`src/rtl/cargador_programa_if.sv`:
```
// Byte stream and instruction-memory write bus for the program loader.
// Master drives the stream; slave is the loader.
interface cargador_programa_if;
  logic        load_start;
  logic [7:0]  byte_in;
  logic        byte_valid;
  logic        byte_ready;
  logic        mem_we;
  logic [31:0] mem_addr;
  logic [31:0] mem_wdata;
  logic        cpu_run;
  logic        err_len;
  logic        err_sum;

  modport master (
    output load_start,
    output byte_in,
    output byte_valid,
    input  byte_ready,
    input  mem_we,
    input  mem_addr,
    input  mem_wdata,
    input  cpu_run,
    input  err_len,
    input  err_sum
  );

  modport slave (
    input  load_start,
    input  byte_in,
    input  byte_valid,
    output byte_ready,
    output mem_we,
    output mem_addr,
    output mem_wdata,
    output cpu_run,
    output err_len,
    output err_sum
  );
endinterface

```
`src/rtl/cargador_programa.sv`:
```
// Serial program loader: length header, big-endian words, XOR checksum.
// Fills instruction memory, then releases the pipeline via cpu_run.
module cargador_programa #(
  parameter int          DEPTH     = 256,
  parameter logic [31:0] BASE_ADDR = 32'h0000_0000
) (
  input logic               clk,
  input logic               rst,
  cargador_programa_if.slave bus
);

  localparam logic [31:0] L_DEPTH = 32'(DEPTH);

  typedef enum logic [2:0] {
    S_IDLE,
    S_LEN_HI,
    S_LEN_LO,
    S_DATA,
    S_WRITE,
    S_CHECK,
    S_DONE,
    S_ERROR
  } state_t;

  state_t      r_state;
  logic [15:0] r_n;
  logic [15:0] r_idx;
  logic [1:0]  r_cnt;
  logic [31:0] r_word;
  logic [31:0] r_addr;
  logic [7:0]  r_acc;
  logic        r_err_len;
  logic        r_err_sum;

  logic        w_ready;
  logic [31:0] w_n_ext;
  logic [15:0] w_idx_nxt;

  assign w_ready = (r_state == S_LEN_HI) ||
                   (r_state == S_LEN_LO) ||
                   (r_state == S_DATA)   ||
                   (r_state == S_CHECK);

  // Full word count as it will be once N_lo is latched.
  assign w_n_ext   = {16'd0, r_n[15:8], bus.byte_in};
  assign w_idx_nxt = r_idx + 16'd1;

  assign bus.byte_ready = w_ready;
  assign bus.mem_we     = (r_state == S_WRITE);
  assign bus.mem_addr   = r_addr;
  assign bus.mem_wdata  = r_word;
  assign bus.cpu_run    = (r_state == S_DONE);
  assign bus.err_len    = r_err_len;
  assign bus.err_sum    = r_err_sum;

  // Loader FSM: parse header, assemble words, write, verify checksum.
  always_ff @(posedge clk or posedge rst) begin
    if (rst) begin
      r_state   <= S_IDLE;
      r_n       <= '0;
      r_idx     <= '0;
      r_cnt     <= '0;
      r_word    <= '0;
      r_addr    <= '0;
      r_acc     <= '0;
      r_err_len <= 1'b0;
      r_err_sum <= 1'b0;
    end else begin
      unique case (r_state)
        S_IDLE: begin
          if (bus.load_start) r_state <= S_LEN_HI;
        end
        S_LEN_HI: begin
          if (bus.byte_valid) begin
            r_n[15:8] <= bus.byte_in;
            r_state   <= S_LEN_LO;
          end
        end
        S_LEN_LO: begin
          if (bus.byte_valid) begin
            r_n[7:0] <= bus.byte_in;
            r_idx    <= '0;
            r_acc    <= '0;
            r_cnt    <= '0;
            if (w_n_ext > L_DEPTH) begin
              r_err_len <= 1'b1;
              r_state   <= S_ERROR;
            end else if (w_n_ext == 32'd0) begin
              r_state <= S_CHECK;
            end else begin
              r_state <= S_DATA;
            end
          end
        end
        S_DATA: begin
          if (bus.byte_valid) begin
            r_word <= {r_word[23:0], bus.byte_in};
            r_acc  <= r_acc ^ bus.byte_in;
            r_cnt  <= r_cnt + 2'd1;
            if (r_cnt == 2'd3) begin
              r_addr  <= BASE_ADDR + {14'd0, r_idx, 2'b00};
              r_state <= S_WRITE;
            end
          end
        end
        S_WRITE: begin
          r_idx <= w_idx_nxt;
          if (w_idx_nxt == r_n) r_state <= S_CHECK;
          else                  r_state <= S_DATA;
        end
        S_CHECK: begin
          if (bus.byte_valid) begin
            if (bus.byte_in == r_acc) begin
              r_state <= S_DONE;
            end else begin
              r_err_sum <= 1'b1;
              r_state   <= S_ERROR;
            end
          end
        end
        S_DONE: begin
          if (bus.load_start) r_state <= S_LEN_HI;
        end
        S_ERROR: begin
          if (bus.load_start) begin
            r_err_len <= 1'b0;
            r_err_sum <= 1'b0;
            r_state   <= S_LEN_HI;
          end
        end
        default: r_state <= S_IDLE;
      endcase
    end
  end

endmodule

```
`src/flat_wrapper.sv`:
```
// flat-port wrapper written by rule: the top's interface ports become plain ports
module cargador_programa_flat 
#(
  parameter int          DEPTH     = 256,
  parameter logic [31:0] BASE_ADDR = 32'h0000_0000
)
  (clk, rst, bus_load_start, bus_byte_in, bus_byte_valid, bus_byte_ready, bus_mem_we, bus_mem_addr, bus_mem_wdata, bus_cpu_run, bus_err_len, bus_err_sum);
  cargador_programa_if bus_i ();
  input logic clk;
  input logic rst;
  input wire logic [$bits(bus_i.load_start)-1:0] bus_load_start;
  input wire logic [$bits(bus_i.byte_in)-1:0] bus_byte_in;
  input wire logic [$bits(bus_i.byte_valid)-1:0] bus_byte_valid;
  output wire logic [$bits(bus_i.byte_ready)-1:0] bus_byte_ready;
  output wire logic [$bits(bus_i.mem_we)-1:0] bus_mem_we;
  output wire logic [$bits(bus_i.mem_addr)-1:0] bus_mem_addr;
  output wire logic [$bits(bus_i.mem_wdata)-1:0] bus_mem_wdata;
  output wire logic [$bits(bus_i.cpu_run)-1:0] bus_cpu_run;
  output wire logic [$bits(bus_i.err_len)-1:0] bus_err_len;
  output wire logic [$bits(bus_i.err_sum)-1:0] bus_err_sum;
  assign bus_i.load_start = bus_load_start;
  assign bus_i.byte_in = bus_byte_in;
  assign bus_i.byte_valid = bus_byte_valid;
  assign bus_byte_ready = bus_i.byte_ready;
  assign bus_mem_we = bus_i.mem_we;
  assign bus_mem_addr = bus_i.mem_addr;
  assign bus_mem_wdata = bus_i.mem_wdata;
  assign bus_cpu_run = bus_i.cpu_run;
  assign bus_err_len = bus_i.err_len;
  assign bus_err_sum = bus_i.err_sum;
  cargador_programa #(.DEPTH(DEPTH), .BASE_ADDR(BASE_ADDR)) u_core (.clk(clk), .rst(rst), .bus(bus_i));
endmodule
```
`config.mk`:
```
export PLATFORM = sky130hd
export DESIGN_NAME = cargador_programa_flat
export DESIGN_NICKNAME = d
export VERILOG_FILES = /design/src/rtl/cargador_programa_if.sv /design/src/rtl/cargador_programa.sv /design/src/flat_wrapper.sv
export SDC_FILE = /design/constraint.sdc
export NUM_CORES = 1
export LEC_CHECK = 0
export CORE_ASPECT_RATIO = 0.5
export CORE_UTILIZATION = 48
export DETAILED_ROUTE_END_ITERATION = 7
export GPL_TIMING_DRIVEN = 0
export PLACE_DENSITY = 0.76
export SLEW_MARGIN = 10
export SYNTH_ARGS = -nofsm -noshare
export SYNTH_HDL_FRONTEND = slang
export SYNTH_SLANG_ARGS = --single-unit
export TNS_END_PERCENT = 5
```
`constraint.sdc`:
```
create_clock -name clk -period 3.5 [get_ports clk]
set_clock_uncertainty 0.05 [all_clocks]
set_input_delay 1.05 -clock clk [delete_from_list [all_inputs] [get_ports clk]]
set_output_delay 1.05 -clock clk [all_outputs]
set_load 0.1 [all_outputs]
```
==> out/summary.md <==
The run gives 0.499 as the initial cell density of the core. Yosys mapped the design onto 53 distinct sky130hd cell types. The synthesized cell area came out at 4760 um2. H-tree depth: 3. The number of nets still failing antenna checks after routing was 0. The total overflow left after global routing is 0. The internal reg-to-reg setup slack is 0.81 ns, and the met3 capacity usage during global routing is 0.0462. The cell accounting for the most synthesized area was sky130_fd_sc_hd__dfrtp_1.

The tool flagged a number of max-cap violations equal to 0. The prevailing post-synth register cell is sky130_fd_sc_hd__dfrtp_1. The async set-reset flop share out of synthesis works out to 1.00. Met2 capacity usage during global routing: 0.360. The run gives 0.338 as the worst slew slack as a fraction of its limit.

met2 is the most crowded layer. The vias per cell came out at 5.24. The clock reaches the later pin of the worst-skew pair after 0.35 ns. The library cell used most frequently in the layout, excluding fill and tap cells, is sky130_fd_sc_hd__nand2_1.

The run gives 0 as the number of antenna repair diodes. Critical path capture point type: an output port. The final hold violation count came out at 0. For this run, the detailed router's first-pass iteration total came to 5. For this block, the routed nets add up to 10900 um of wire.

The tools report the yosys synthesis warning count as 0. The number of global-route vias before repair was 3500. Dividing the synthesized area by the synthesized cell count gives 9.53 um2.

The core region is 9540 um2. The logs give 0.499 for the sequential share of the synthesized area and 10400 um2 for the floorplan die area. The tools report the met1 track demand over resource in global routing as 0.314. Setup repair after global routing left no endpoint under its margin. The clock passes through at most 2 buffers. Clock-pin slew was measured on the worst setup and hold paths at 0.07 ns. The final cycle utilization of the critical path is 0.960, and the number of clock sinks is 95. The logs give 0 for the max-slew violation total from the final report and 0 for the buffers inserted during post-CTS setup optimization. The fraction of synthesized cell area taken by the top area cell type was 0.499. Sorting the synthesized cells by area gives the leading types as sky130_fd_sc_hd__dfrtp_1 50%, sky130_fd_sc_hd__nand2_1 10%, sky130_fd_sc_hd__mux2_2 7.3%, sky130_fd_sc_hd__o21ai_0 4.8%, sky130_fd_sc_hd__xnor2_1 4.2%. In the layout the commonest cells are 131 x sky130_fd_sc_hd__nand2_1, 95 x sky130_fd_sc_hd__dfrtp_1, 61 x sky130_fd_sc_hd__clkdlybuf4s50_1, 46 x sky130_fd_sc_hd__o21ai_0, 31 x sky130_fd_sc_hd__mux2_2.

Critical path class: reg2out. Pin placement for this block handled 81 I/O pins. Type of origin of the critical path: a flip-flop. Required arrival time at the worst endpoint: 2.40 ns. The synthesis-stage register bit count works out to 95. The share of layout cells above drive strength 1 was 0.141.

In this run the worst setup path begins at u_core.r_state[2]. After filler insertion, the fill cell instance count of the layout stands at 799. The floorplan step set the die width to 143 um.

The first-pass GRT wire length came out at 17900 um. The number of antenna violations at the first check in global routing is 0, and the aggregate global-route resource usage is 0.226. The tools report the endpoint of the most critical setup path as bus_byte_ready. The tools report the total number of vias as 3830. Detailed placement ended at an HPWL of 7700 um.

Counting every instance in the synthesized netlist gives 500. The run gives 2.26 ns as the data arrival time of the critical path. The slew at the pin closest to its max-slew limit is 0.991 ns, and the largest net degree at the start of global routing is 37. The number of cells on the worst reg-to-reg path is 7. Relative to the synthesized area, the layout overhead comes to 25.0%. The run gives 239 as the number of DRC markers after the initial detailed-route iteration.

The critical register-to-register path endpoint is u_core.bus.mem_addr[2]. At the end of routability-driven placement, the weighted congestion stood at 0.896. The tools report the total clock buffers created by CTS as 9.

The run gives 0 as the DRC violation count after routing. The floorplan has 25 rows. For the final core utilization, the log shows 0.624. The vertical die dimension was 72.5 um.

The wire length per cell came out at 14.9 um. The final critical delay including setup and external delays was 3.36 ns. The flow ran to the end, and the final reports show no timing, DRC or antenna violations.

The upper clock frequency limit was 298 MHz; the maximum fanout encountered on the critical timing path was 10. Launch point of the worst reg-to-reg path: u_core.r_state[2]. Counting flops with a built-in enable in the synthesized netlist gives 0.

The quantity of I/O buffers inserted on ports was 64. The post-layout net count is 605. Setup violations remaining at the end of the flow were counted as 0. On the final layout, the worst hold slack is 0.429 ns.

The buffer cell driving the clock tree root was sky130_fd_sc_hd__clkbuf_16. TritonCTS built the clock tree. The tightest min-delay check is of the reg2reg type.
==> synth_stat cells, types with 4 or more instances <==
| master | number |
|---|---|
| sky130_fd_sc_hd__and2_1 | 4 |
| sky130_fd_sc_hd__nand2_1 | 131 |
| sky130_fd_sc_hd__dfrtp_1 | 95 |
| sky130_fd_sc_hd__nand2b_1 | 7 |
| sky130_fd_sc_hd__buf_2 | 4 |
| sky130_fd_sc_hd__nand4_1 | 6 |
| sky130_fd_sc_hd__xnor2_1 | 23 |
| sky130_fd_sc_hd__a31oi_1 | 6 |
| sky130_fd_sc_hd__o21ai_0 | 46 |
| sky130_fd_sc_hd__buf_4 | 20 |
| sky130_fd_sc_hd__nand3_1 | 7 |
| sky130_fd_sc_hd__mux2_2 | 31 |
| sky130_fd_sc_hd__inv_1 | 10 |
| sky130_fd_sc_hd__nor2_1 | 19 |
| sky130_fd_sc_hd__nor2b_1 | 6 |
| sky130_fd_sc_hd__nor3_1 | 7 |
| sky130_fd_sc_hd__clkbuf_1 | 17 |
| sky130_fd_sc_hd__xor2_1 | 5 |
==> state kept, by name, summed over array words and instances, names as in the netlist <==
signal	flops
u_core.bus.err_len	1
u_core.r_n	16
u_core.bus.mem_addr	16
u_core.r_acc	8
u_core.bus.err_sum	1
u_core.r_idx	16
u_core.r_state	3
u_core.r_cnt	2
u_core.bus.mem_wdata	32
==> cell families after synthesis <==
logic type,synth area share
compound gates,0.0927
xor+xnor,0.0515
fa+ha+maj,0.00525
buf+inv,0.0578
flops,0.499
mux,0.0775
other cells,0.000787
simple gates,0.216
==> through the flow <==
stage,setup TNS [ns],std cells,cell area (um2),setup slack [ns]
6_report,0,731,5950,0.141
3_5_place_dp,-0.324,716,5670,-0.324
3_3_place_gp,-0.295,714,5630,-0.295
5_1_grt,0,731,5950,0.0530
4_1_cts,-0.0890,732,5960,-0.0890
2_1_floorplan,0,515,4820,0.478
==> final cells by class <==
cell class	count	area (um2)	share of cell area
sequential	95	2380	0.399
multi-input combinational	368	2170	0.364
timing repair buffer	66	676	0.113
buffer	40	230	0.0387
clock buffer	9	225	0.0378
tap	135	169	0.0284
clock inverter	7	63.8	0.0107
inverter	11	45.0	0.00756
==> layer usage <==
| metal | vias up | share of wire |
|---|---|---|
| li1 | 1841 | - |
| met1 | 1860 | 0.46 |
| met2 | 118 | 0.47 |
| met3 | 11 | 0.059 |
| met4 | 0 | 0.0099 |
| met5 | - | 0 |
==> critical path, stage by stage (launching register included) <==
cell and delay [ns]:
sky130_fd_sc_hd__dfrtp_1 0.39, sky130_fd_sc_hd__buf_2 0.19, sky130_fd_sc_hd__nor2b_1 0.32, sky130_fd_sc_hd__nand2b_1 0.16, sky130_fd_sc_hd__dlygate4sd2_1 0.85
==> worst min path at each step <==
stage | from | to | slack, ns | cells after the start
after CTS | u_core.bus.mem_wdata[27] | u_core.bus.mem_wdata[27] | 0.43 | 2
after floorplan | u_core.r_cnt[1] | u_core.r_cnt[1] | 0.40 | 2
after global placement | u_core.bus.mem_wdata[27] | u_core.bus.mem_wdata[27] | 0.41 | 2
after global routing | u_core.bus.mem_addr[13] | u_core.bus.mem_addr[13] | 0.45 | 2
final | u_core.bus.mem_addr[13] | u_core.bus.mem_addr[13] | 0.43 | 2
after detailed placement | u_core.bus.mem_wdata[27] | u_core.bus.mem_wdata[27] | 0.41 | 2
==> what timing repair did <==
action                                  in CTS  in global routing
endpoints found under the setup margin       3                  1
resized for setup                            6                  2
pin swaps                                    0                  0
hold buffers                                 0                  0
hold endpoints to repair                     0                  0
Power is not shown: default switching activity piles up to over one toggle a cycle in this logic, so the estimate is an artifact.
==> RTL change 1, RTL diff (same settings) <==
Encoding of `state_t`: now one-hot (8 bits for 8 states).
--- a/src/rtl/cargador_programa.sv
+++ b/src/rtl/cargador_programa.sv
@@ -13,11 +13,11 @@
 
-  typedef enum logic [2:0] {
-    S_IDLE,
-    S_LEN_HI,
-    S_LEN_LO,
-    S_DATA,
-    S_WRITE,
-    S_CHECK,
-    S_DONE,
-    S_ERROR
+  typedef enum logic [7:0] {
+    S_IDLE   = 8'b00000001,
+    S_LEN_HI = 8'b00000010,
+    S_LEN_LO = 8'b00000100,
+    S_DATA   = 8'b00001000,
+    S_WRITE  = 8'b00010000,
+    S_CHECK  = 8'b00100000,
+    S_DONE   = 8'b01000000,
+    S_ERROR  = 8'b10000000
   } state_t;
Formal check against the unedited RTL: same outputs for any inputs over 4 cycles, from zero or initial values and one cycle with rst high; so few cycles prove little.
==> RTL change 1 against the unedited design <==
  * Sequential cell count rose by 5
  * Global-route usage rose by 0.057 points
  * Wire length increased by 3.1%
  * Design area is 2.4% higher
  * Synthesized cell count increased by 1.0%
  * Via count up 2.0%
  * Worst setup slack got worse by 25 ps
  * Synthesized area up 2.9%
  * Critical path type unchanged
  * Largest cell class unchanged
==> RTL change 1: results (changes against the unedited design) <==
[outcome]
status = complete, no violations  ; unchanged

[route]
wirelength_um = 11200  ; was 10,900 µm
wl_met2_um = 4990  ; was 5120 µm
met1_length_um = 5460  ; was 5030 µm
viasPerCell = 5.31  ; was 5.24

[placed_design]
place_congestion = 0.877  ; was 0.896
dpl_worst_slack_ps = -612  ; was -324 ps
post-dp-hpwl_um = 8080  ; was 7700 µm

[yosys]
synth_compound_area_frac = 0.0983  ; was 0.0927
synth-xor-area-share = 0.0618  ; was 0.0515
netlist_top_cells_count = 121 x nand2_1, 99 x dfrtp_1, 46 x o21ai_0, 33 x mux2_2, 27 x nor2_1  ; was 131 x nand2_1, 95 x dfrtp_1, 46 x o21ai_0, 31 x mux2_2, 23 x xnor2_1
yosys.area_share.adder = 0.00511  ; was 0.00525
synthMuxAreaShare = 0.0779  ; was 0.0775
syn_avg_cell_area_um2 = 9.70  ; was 9.53 µm²
synth_seq_area_share = 0.511  ; was 0.499

[grt]
use_met3 = 0.0571  ; was 0.0462
grt_start_max_net_pins = 39  ; was 37
met1_usage = 0.307  ; was 0.314
grt_pass1_wl_um = 18700  ; was 17,900 µm

[setup_path]
r2r-start = u_core.r_idx[0]  ; was u_core.r_state[2]
worst-endpoint-arrival_ps = 2280  ; was 2260 ps
cp_max_fo = 7  ; was 10
r2r_end = u_core.r_state[3]  ; was u_core.bus.mem_addr[2]
reg2reg_slack_ps = 510  ; was 810 ps

[timing]
relSlewSlack = 0.336  ; was 0.338

[final_layout]
nFillCells = 817  ; was 799
drive_gt1_frac = 0.145  ; was 0.141

[min_path]
hp-start = u_core.bus.mem_wdata[29]  ; was u_core.bus.mem_addr[13]
hold_end = u_core.bus.mem_wdata[29]  ; was u_core.bus.mem_addr[13]

[clock_network]
ctsResizeCount = 15  ; was 6

-- RTL change 1: changes by cell type after synthesis, sizes merged, moves of 3 or more --
cell | before | now
nand2b | 7 | 1
nand2 | 131 | 122
buf | 24 | 20
o2111ai | 0 | 4
nor4 | 5 | 8
nor2 | 20 | 27
xor2 | 5 | 18
xnor2 | 23 | 14
o31ai | 3 | 6
clkbuf | 17 | 22
dfrtp | 95 | 99
nor2b | 6 | 1
-- RTL change 1: worst max-delay path by stage --
stage                      startpoint           to  cells past startpoint
floorplan           u_core.r_state[7]   bus_mem_we                      4
global route        u_core.r_state[1]  bus_cpu_run                      5
CTS                 u_core.r_state[7]   bus_mem_we                      5
finish              u_core.r_state[1]  bus_cpu_run                      5
global placement    u_core.r_state[7]   bus_mem_we                      5
detailed placement  u_core.r_state[7]   bus_mem_we                      5
-- RTL change 1: layout make-up --
type                            count  area [µm²]  area share
Sequential cell                   100        2500       0.411
Multi-Input combinational cell    367        2200       0.361
Timing Repair Buffer               65         663       0.109
Buffer                             42         235      0.0386
Clock buffer                        9         225      0.0369
Tap cell                          135         169      0.0277
Clock inverter                      7        57.6     0.00944
Inverter                           11        45.0     0.00739
-- RTL change 1: power by group --
group          internal (µW)  switching [µW]  total (µW)
Clock                    492             463         955
Combinational            643             969        1610
Sequential              1420             304        1720
Total                   2560            1740        4290
-- RTL change 1: worst max-delay path, cell delays in order, from the launching register on --
cell             delay, ps
dfrtp_1                370
clkbuf_1               160
nor4_1                 400
nand2_1                170
nor4b_4                270
clkdlybuf4s18_2        570
-- RTL change 1: cells by family after synthesis --
| family | Yosys count |
|---|---|
| mux | 34 |
| flops | 100 |
| compound gates | 78 |
| simple gates | 204 |
| xor+xnor | 33 |
| buf+inv | 53 |
| other cells | 1 |
| fa+ha+maj | 2 |
==> RTL change 2, RTL diff (config.mk and constraints unchanged) <==
Made on the original files. `DEPTH` is set to 256 in 2 places; all go to 128.
--- a/src/rtl/cargador_programa.sv
+++ b/src/rtl/cargador_programa.sv
@@ -3,3 +3,3 @@
 module cargador_programa #(
-  parameter int          DEPTH     = 256,
+  parameter int          DEPTH     = 128,
   parameter logic [31:0] BASE_ADDR = 32'h0000_0000
--- a/src/flat_wrapper.sv
+++ b/src/flat_wrapper.sv
@@ -3,3 +3,3 @@
 #(
-  parameter int          DEPTH     = 256,
+  parameter int          DEPTH     = 128,
   parameter logic [31:0] BASE_ADDR = 32'h0000_0000
Formal check against the unedited RTL: not equivalent (a bounded check fails within 4 cycles, from zero or initial values and one cycle with rst high).
==> RTL change 2 against the unedited design <==
  * Global-route usage about the same
  * Worst setup slack got worse by 6.4 ps
  * Synthesized area increased by 1.3%
  * Sequential cell count unchanged
  * Wire length increased by 0.25%
  * Design area increased by 1.5%
  * Critical path depth unchanged
  * Synthesized cell count decreased by 9.0%
Power is left out: the tool's default activity adds up to more than one toggle a clock period on the data nets, which glitch-free logic cannot reach.
==> RTL change 2: results (changes against the unedited design) <==
[placed_design]
place_congestion = 0.889  ; was 0.896
placed_cell_area_um2 = 5730  ; was 5670 µm²
post-dp-hpwl_um = 7820  ; was 7700 µm
portBuffers = 64  ; unchanged

[grt]
grt_start_max_net_pins = 37  ; unchanged
grt_use_total = 0.226  ; about the same
grt_pass1_wl_um = 17700  ; was 17,900 µm
first_global_vias = 3501  ; was 3,500
antenna_found_initial = 0  ; unchanged

[setup_path]
crit_path_top_delay_cell = dlygate4sd2_1  ; unchanged
critPathMaxStageDelay_ps = 850  ; about the same
worst-endpoint-arrival_ps = 2270
cp_max_fo = 10  ; unchanged
critPathTopFamily = buffers and inverters  ; unchanged

[yosys]
ys_warn_count = 0  ; unchanged
synth_seq_area_share = 0.493  ; was 0.499
async_flop_share = 1.00  ; unchanged
yosys-top-cells-area = dfrtp_1 49%, mux2_2 13%, o21ai_0 5.2%  ; was dfrtp_1 50%, nand2_1 10%, mux2_2 7.3%
ys_types = 57  ; was 53
netlist_top_cells_count = 95 x dfrtp_1, 54 x mux2_2, 50 x o21ai_0, 35 x nand2_1, 20 x nor2_1  ; was 131 x nand2_1, 95 x dfrtp_1, 46 x o21ai_0, 31 x mux2_2, 23 x xnor2_1
synth-main-ff-cell = dfrtp_1  ; unchanged

[outcome]
status = complete, no violations  ; unchanged

[timing]
worst_pin_slew_ps = 998  ; was 991 ps

[final_layout]
drive_gt1_frac = 0.203  ; was 0.141
nFillCells = 785  ; was 799
n_antenna_cell = 0  ; unchanged
largest_register_ffs = 32  ; unchanged
final_nets = 561  ; was 605

[clock_network]
clock_path_buffers = 2  ; unchanged
clkTransAtPathRegs_ps = 70  ; about the same
cts_buffers = 9  ; unchanged
cts_root_buf = clkbuf_16  ; unchanged
h-tree-depth = 3  ; unchanged
clock_latency_ps = 350  ; about the same

[min_path]
min_path_type = register to register  ; unchanged

[route]
drt-pass1-iter-count = 5  ; unchanged
drt_iter0_drc = 250  ; was 239
num_vias = 3753  ; was 3,830
wl_per_cell_um = 15.9  ; was 14.9 µm

[RTL change 2: kinds of logic (layout without fill, tap and decap cells)]
family / after synthesis / count (layout) / share of synthesized area
other: 1 / 16 / 0.000777
adder cells (fa/ha/maj): 2 / 2 / 0.00519
XOR/XNOR: 20 / 20 / 0.0402
AND/OR/NAND/NOR: 119 / 119 / 0.135
buffers and inverters: 58 / 140 / 0.0633
AO/OA/AOI/OAI: 100 / 100 / 0.123
flip-flops: 95 / 95 / 0.493
multiplexers: 60 / 60 / 0.139
[RTL change 2: layout make-up]
cell class,instances,area (µm²),area share
multi-input combinational,317,2200,0.364
timing repair buffer,66,677,0.112
inverter,18,71.3,0.0118
sequential,95,2380,0.393
clock inverter,5,61.3,0.0101
clock buffer,11,253,0.0418
buffer,40,238,0.0393
tap,135,169,0.0279
[RTL change 2: what timing repair did]
action                     in CTS  in global routing
setup endpoints to repair       2                  2
resized for setup               3                  2
buffers inserted                0                  0
[RTL change 2: worst min-delay path, delay by kind of cell, from the launching register on]
family           cells  cell delay, ps
flip-flops           1             350
AND/OR/NAND/NOR      1              50
AO/OA/AOI/OAI        1              60
[RTL change 2: final timing paths]
kind / startpoint / cells after the start / end / slack [ps]
max reg2reg: u_core.r_idx[0] / 7 / u_core.r_state[1] / 880
min in group asynchronous: rst / 2 / u_core.bus.mem_addr[15] / 1060
max in group asynchronous: rst / 4 / u_core.r_acc[5] / 1530
min: u_core.bus.mem_addr[13] / 2 / u_core.bus.mem_addr[13] / 440
min reg2reg: u_core.bus.mem_addr[13] / 2 / u_core.bus.mem_addr[13] / 440
max: u_core.r_state[0] / 4 / bus_cpu_run / 130
[RTL change 2: through the flow]
stage | setup WS, ps | instances
2_1_floorplan | 893 | 470
3_3_place_gp | 10.2 | 669
3_5_place_dp | 2.95 | 671
4_1_cts | 19.1 | 687
5_1_grt | 15.7 | 687
6_report | 135 | 687
[RTL change 2: per-layer routing]
layer  global-route usage  wire [µm]  part of all wire
met1                0.311       5190              0.48
met2                0.350       4900              0.45
met3               0.0571        665             0.061
met4               0.0780        161             0.015
met5                    0          0                 0
